**src/rtl/ahbl_irq_ctrl_pkg.sv**
```systemverilog
// Shared register map, claim-word layout and address-phase latch type for
// the AHB-Lite interrupt controller.
package ahbl_irq_ctrl_pkg;

  localparam int NSRC_MAX = 8;
  localparam int IDX_W    = 3;

  // Word offsets, i.e. HADDR[4:2]
  localparam logic [2:0] OFF_CTRL    = 3'd0;
  localparam logic [2:0] OFF_ENABLE  = 3'd1;
  localparam logic [2:0] OFF_TYPE    = 3'd2;
  localparam logic [2:0] OFF_PENDING = 3'd3;
  localparam logic [2:0] OFF_CLAIM   = 3'd4;

  localparam int CLAIM_IDX_LSB   = 0;
  localparam int CLAIM_VALID_BIT = 3;

  typedef struct packed {
    logic       valid;
    logic       write;
    logic [2:0] off;
  } aphase_t;

  function automatic logic [31:0] claim_word(input logic valid, input logic [IDX_W-1:0] idx);
    logic [31:0] w;
    w = '0;
    w[CLAIM_VALID_BIT] = valid;
    w[CLAIM_IDX_LSB +: IDX_W] = valid ? idx : '0;
    return w;
  endfunction

endpackage

```
**src/rtl/irq_prio_enc.sv**
```systemverilog
// Combinational priority encoder: the lowest-numbered active request wins.
module irq_prio_enc
  import ahbl_irq_ctrl_pkg::*;
#(
  parameter int NSRC = NSRC_MAX
) (
  input  logic [NSRC-1:0]  req_i,
  output logic             valid_o,
  output logic [IDX_W-1:0] idx_o
);

  // Scanning downwards lets the last hit, the lowest index, stick.
  always_comb begin
    valid_o = 1'b0;
    idx_o   = '0;
    for (int i = NSRC - 1; i >= 0; i--) begin
      if (req_i[i]) begin
        valid_o = 1'b1;
        idx_o   = IDX_W'(i);
      end
    end
  end

endmodule

```
**src/rtl/ahbl_irq_ctrl.sv**
```systemverilog
// AHB-Lite interrupt controller with edge/level sources, W1C pending and claim.
// Define IRQ_CTRL_SYNC_EN to add a 2-flop synchronizer on every IRQ_SRC line.
module ahbl_irq_ctrl
  import ahbl_irq_ctrl_pkg::*;
#(
  parameter int NSRC = NSRC_MAX
) (
  input  logic            HCLK,
  input  logic            HRESET,
  input  logic [31:0]     HADDR,
  input  logic [1:0]      HTRANS,
  input  logic [2:0]      HSIZE,
  input  logic            HWRITE,
  input  logic            HREADY,
  input  logic            HSEL,
  input  logic [31:0]     HWDATA,
  output logic            HREADYOUT,
  output logic [31:0]     HRDATA,
  input  logic [NSRC-1:0] IRQ_SRC,
  output logic            IRQ
);

  logic [NSRC-1:0]  s, s_q;
  logic             ctrl_q;
  logic [NSRC-1:0]  enable_q, type_q, pending_q, pending_d;
  logic [NSRC-1:0]  rise, clr, w1c_mask;
  aphase_t          aph_q, aph_d;
  logic             wr_dp, rd_dp, claim_valid, claim_clr;
  logic [IDX_W-1:0] claim_idx;
  logic             unused_ok;

`ifdef IRQ_CTRL_SYNC_EN
  logic [NSRC-1:0] sync1_q, sync2_q;

  always_ff @(posedge HCLK) begin
    if (HRESET) begin
      sync1_q <= '0;
      sync2_q <= '0;
    end else begin
      sync1_q <= IRQ_SRC;
      sync2_q <= sync1_q;
    end
  end

  assign s = sync2_q;
`else
  assign s = IRQ_SRC;
`endif

  assign aph_d = {HSEL & HREADY & HTRANS[1], HWRITE, HADDR[4:2]};
  assign wr_dp = aph_q.valid & aph_q.write;
  assign rd_dp = aph_q.valid & ~aph_q.write;

  irq_prio_enc #(.NSRC(NSRC)) u_enc (
    .req_i   (pending_q & enable_q),
    .valid_o (claim_valid),
    .idx_o   (claim_idx)
  );

  assign w1c_mask  = (wr_dp && aph_q.off == OFF_PENDING) ? HWDATA[NSRC-1:0] : '0;
  assign claim_clr = rd_dp && aph_q.off == OFF_CLAIM && claim_valid;

  // Edge bits: a fresh rise beats any clear in the same cycle. Level bits track s.
  for (genvar gi = 0; gi < NSRC; gi++) begin : g_src
    assign rise[gi]      = s[gi] & ~s_q[gi];
    assign clr[gi]       = w1c_mask[gi] | (claim_clr & (claim_idx == IDX_W'(gi)));
    assign pending_d[gi] = type_q[gi] ? (rise[gi] | (pending_q[gi] & ~clr[gi])) : s[gi];
  end

  always_ff @(posedge HCLK) begin
    if (HRESET) begin
      aph_q     <= '0;
      ctrl_q    <= 1'b0;
      enable_q  <= '0;
      type_q    <= '1;
      pending_q <= '0;
      s_q       <= '0;
    end else begin
      aph_q     <= aph_d;
      s_q       <= s;
      pending_q <= pending_d;
      if (wr_dp) begin
        case (aph_q.off)
          OFF_CTRL:   ctrl_q   <= HWDATA[0];
          OFF_ENABLE: enable_q <= HWDATA[NSRC-1:0];
          OFF_TYPE:   type_q   <= HWDATA[NSRC-1:0];
          default:    ;
        endcase
      end
    end
  end

  always_comb begin
    HRDATA = '0;
    if (rd_dp) begin
      case (aph_q.off)
        OFF_CTRL:    HRDATA[0]        = ctrl_q;
        OFF_ENABLE:  HRDATA[NSRC-1:0] = enable_q;
        OFF_TYPE:    HRDATA[NSRC-1:0] = type_q;
        OFF_PENDING: HRDATA[NSRC-1:0] = pending_q;
        OFF_CLAIM:   HRDATA           = claim_word(claim_valid, claim_idx);
        default:     HRDATA           = '0;
      endcase
    end
  end

  assign HREADYOUT = 1'b1;
  assign IRQ       = ctrl_q & (|(pending_q & enable_q));

  assign unused_ok = ^{HSIZE, HTRANS[0], HADDR[31:5], HADDR[1:0], HWDATA[31:NSRC]};

endmodule
```
**config.mk**
```make
export PLATFORM = sky130hd
export DESIGN_NAME = ahbl_irq_ctrl
export DESIGN_NICKNAME = d
export VERILOG_FILES = /design/src/rtl/ahbl_irq_ctrl_pkg.sv /design/src/rtl/irq_prio_enc.sv /design/src/rtl/ahbl_irq_ctrl.sv
export SDC_FILE = /design/constraint.sdc
export NUM_CORES = 1
export LEC_CHECK = 0
export ABC_AREA = 1
export CAP_MARGIN = 20
export CORE_MARGIN = 2
export CORE_UTILIZATION = 41
export DETAILED_ROUTE_END_ITERATION = 6
export MAX_ROUTING_LAYER = met4
export PLACE_DENSITY = 0.83
export SETUP_SLACK_MARGIN = 0.5
export SLEW_MARGIN = 25
export SYNTH_ARGS = -nofsm -noshare
export SYNTH_HDL_FRONTEND = slang
export SYNTH_SLANG_ARGS = --single-unit
```
**constraint.sdc**
```tcl
create_clock -name HCLK -period 2.6 [get_ports HCLK]
set_clock_uncertainty 0.05 [all_clocks]
set_input_delay 0.26 -clock HCLK [delete_from_list [all_inputs] [get_ports HCLK]]
set_output_delay 0.26 -clock HCLK [all_outputs]
set_load 0.02 [all_outputs]
```
==> summary.md <==
| Metric | Value |
|---|---|
| Routed length per instance | 11.4 microns |
| Worst-Skew Late Latency | 300 ps |
| Global-route usage over all layers | 0.184 |
| Actual slew at the worst max-slew pin | 530 ps |
| P&R area growth vs syn | 20.4% |
| Warning count from the yosys run | 0 |
| Initial Util | 0.427 |
| Seq pwr share | 0.522 |
| HP Start | HADDR[3] |
| Vias/cell | 4.70 |
| Peak Freq | 488 MHz |
| # rows | 25 |
| Largest cells by area after synthesis | dfxtp_1 (38%), nand2_1 (14%), buf_4 (9.3%), nor2_1 (7.3%), inv_1 (6.9%) |
| Pint | 878 uW |
| Slew headroom | 0.646 |
| Outcome | finished clean |
| Width of the die | 74.1 microns |
| CP arrival | 1740 ps |
| Clock Power Share | 0.355 |
| Critical Path End Type | output port |
| Die H | 74.1 microns |
| Post-synthesis sequential area ratio | 0.377 |
| Slowest CP cell | dfxtp_1 |
| CTS clk-pin slew, worst paths | 80 ps |
| Post-Route Setup TNS | 0 ps |
| Syn avg cell area | 6.90 sq um |
| Hold-critical path depth | 3 |
| Nets | 410 |
| CTS Sinks | 38 |
| Core Util, Final | 0.514 |
| TritonCTS buffer count | 5 |
| Share of layout cells above drive strength 1 | 0.122 |
| Drt initial violations | 134 |
| Leak pwr | 0.00116 uW |
| Hold Crit Endpoint | aph_q[1] |
| Critical path data required time | 2290 ps |
| Gr ovfl total | 0 |
| Worst R2R End | enable_q[0] |
| Vias in the first global route | 1,745 |
| # IOs | 116 |
| Setup crit start kind | flip-flop |
| Endpoints failing hold | 0 |
| Maximum VDD drop | 0.228 mV |
| Post-synthesis register bit count | 38 |
| Die area | 5490 sq um |
| Sw frac | 0.265 |
| Final min period | 2050 ps |
| Core Box Area | 4720 sq um |
| CTS H-tree depth | 2 |
| RSZ-0062 raised after global routing | true |
| Fin crit share | 0.789 |
| Critical-path cell list | nor2_2 > nand2_2 > inv_1 > nand2_1 > a41oi_1 > clkdlybuf4s15_2 |
| Final wirelength | 4510 microns |
| Comb power frac | 0.123 |
| Max-slew violations | 0 |
| Worst reg-to-reg setup slack | 1050 ps |
| CTS tree | done |
| Max cap viols | 0 |
| R2R cell count | 5 |
| Netlist cell types | 29 |
| Drt pass-1 iters | 4 |
| Clk buf depth | 2 |
| Worst hold path type | input pin to flip-flop |
| ANT cells | 0 |
| RR Startpoint | aph_q[0] |
| Mapped Cells | 292 |
| Cell taking the most area after synthesis | dfxtp_1 |
| Dpl hpwl | 3200 microns |
| Worst path max stage delay | 380 ps |
| Power per Cell Area | 492 nW/um^2 |
| Mapped cell area | 2020 sq um |
| CP max FO | 7 |
| Largest net degree at the start of global routing | 22 |
| Post-route ant nets | 0 |
| Clock Tree Root | clkbuf_8 |
| Synth top area share | 0.377 |
| # port buffers | 33 |
| Final setup fails | 0 |
| DRC | 0 |
| Placer Congestion | 0.905 |
| First-pass GRT wire length | 7490 microns |
| Initial antenna violation count | 0 |
| CP Class | flip-flop to output port |
| Switching power | 317 uW |
| Vias | 1,862 |
| Post-CTS Hold Buffers | 0 |
==> logic make-up (layout without fill, tap and decap cells) <==
family / count (synthesis) / in the layout / share of synthesized area
buffers and inverters: 67 / 81 / 0.176
other: 2 / 25 / 0.00373
flip-flops: 38 / 38 / 0.377
AND/OR/NAND/NOR: 148 / 148 / 0.330
AO/OA/AOI/OAI: 37 / 37 / 0.113
==> layer usage <==
| layer | GRT usage | routed length (microns) | vias up |
|---|---|---|---|
| met2 | 0.293 | 2100 | 75 |
| met1 | 0.212 | 1960 | 826 |
| li1 | - | - | 951 |
| met5 | - | 0 | - |
| met3 | 0.0488 | 367 | 10 |
| met4 | 0.0949 | 81 | 0 |
==> stage by stage <==
step	hold slack [ps]	std cells	area, sq um	setup WS [ps]	total power [uW]
floorplan	293	315	2100	1020	748
global placement	399	387	2310	476	774
detailed placement	404	387	2310	470	777
CTS	410	396	2410	486	1200
global route	427	396	2430	422	1250
finish	412	396	2430	549	1190
==> cell usage in the layout, fill, tap and decap left out, types with 6 or more instances in the layout <==
master           synthesis  final
nand2_1                 73     72
nand4_1                  8      8
inv_1                   37     35
nand3_1                 15     15
dfxtp_1                 38     35
nor2_1                  39     38
a21oi_1                 11     11
clkbuf_8                 0      6
clkdlybuf4s50_1          0     24
o21ai_0                 15     14
conb_1                   2     25
==> critical path: cells and delay by family, from the launching register on <==
| family | cells | cell delay (ps) |
|---|---|---|
| buf+inv | 2 | 440 |
| simple gates | 3 | 420 |
| flops | 1 | 380 |
| compound gates | 1 | 210 |
==> how the worst max path moves through the flow <==
stage | slack [ps] | cells after the start | startpoint | to
2_1_floorplan | 1020 | 4 | aph_q[0] | HRDATA[0]
3_3_place_gp | 480 | 6 | aph_q[0] | HRDATA[3]
3_5_place_dp | 470 | 7 | aph_q[1] | HRDATA[0]
4_1_cts | 490 | 6 | aph_q[0] | HRDATA[3]
5_1_grt | 420 | 6 | aph_q[0] | HRDATA[3]
6_report | 550 | 6 | aph_q[0] | HRDATA[3]
==> synth_stat cells <==
cell type / instances
nand2_1: 73
nor2_1: 39
dfxtp_1: 38
inv_1: 37
buf_4: 25
nand3_1: 15
o21ai_0: 15
a21oi_1: 11
nand4_1: 8
a221oi_1: 4
nand2_2: 3
nor2_4: 3
a22oi_1: 2
conb_1: 2
nand3_2: 2
nor2_2: 2
a21oi_4: 1
a31oi_1: 1
a41oi_1: 1
and3_1: 1
buf_1: 1
buf_2: 1
buf_6: 1
clkbuf_1: 1
inv_2: 1
nor3_4: 1
nor3b_2: 1
o2111a_1: 1
o21ai_1: 1
==> area by class of cell <==
class / count / area (sq um)
Tap cell: 67 / 83.8
Inverter: 38 / 149
Clock buffer: 7 / 86.3
Fill cell: 454 / 2300
Timing Repair Buffer: 35 / 324
Clock inverter: 1 / 5.00
Multi-Input combinational cell: 210 / 1010
Sequential cell: 38 / 767
==> flip-flops by register name (all words and copies together), names as in the netlist <==
register	count
aph_q	5
enable_q	8
s_q	8
type_q	8
ctrl_q	1
pending_q	8
==> timing repair <==
item	in CTS	in global routing
pin swaps	0	3
cloned	0	0
gates resized for setup	24	18
setup endpoints to repair	9	8
buffers inserted	1	0
==> power groups by stage <==
stage	logic [uW]	registers [uW]	clock network (uW)
finish	147	623	425
CTS	144	622	433
global route	165	625	455
global placement	140	634	0
detailed placement	142	635	0
floorplan	117	631	0
Power figures use the tool's default switching activity.
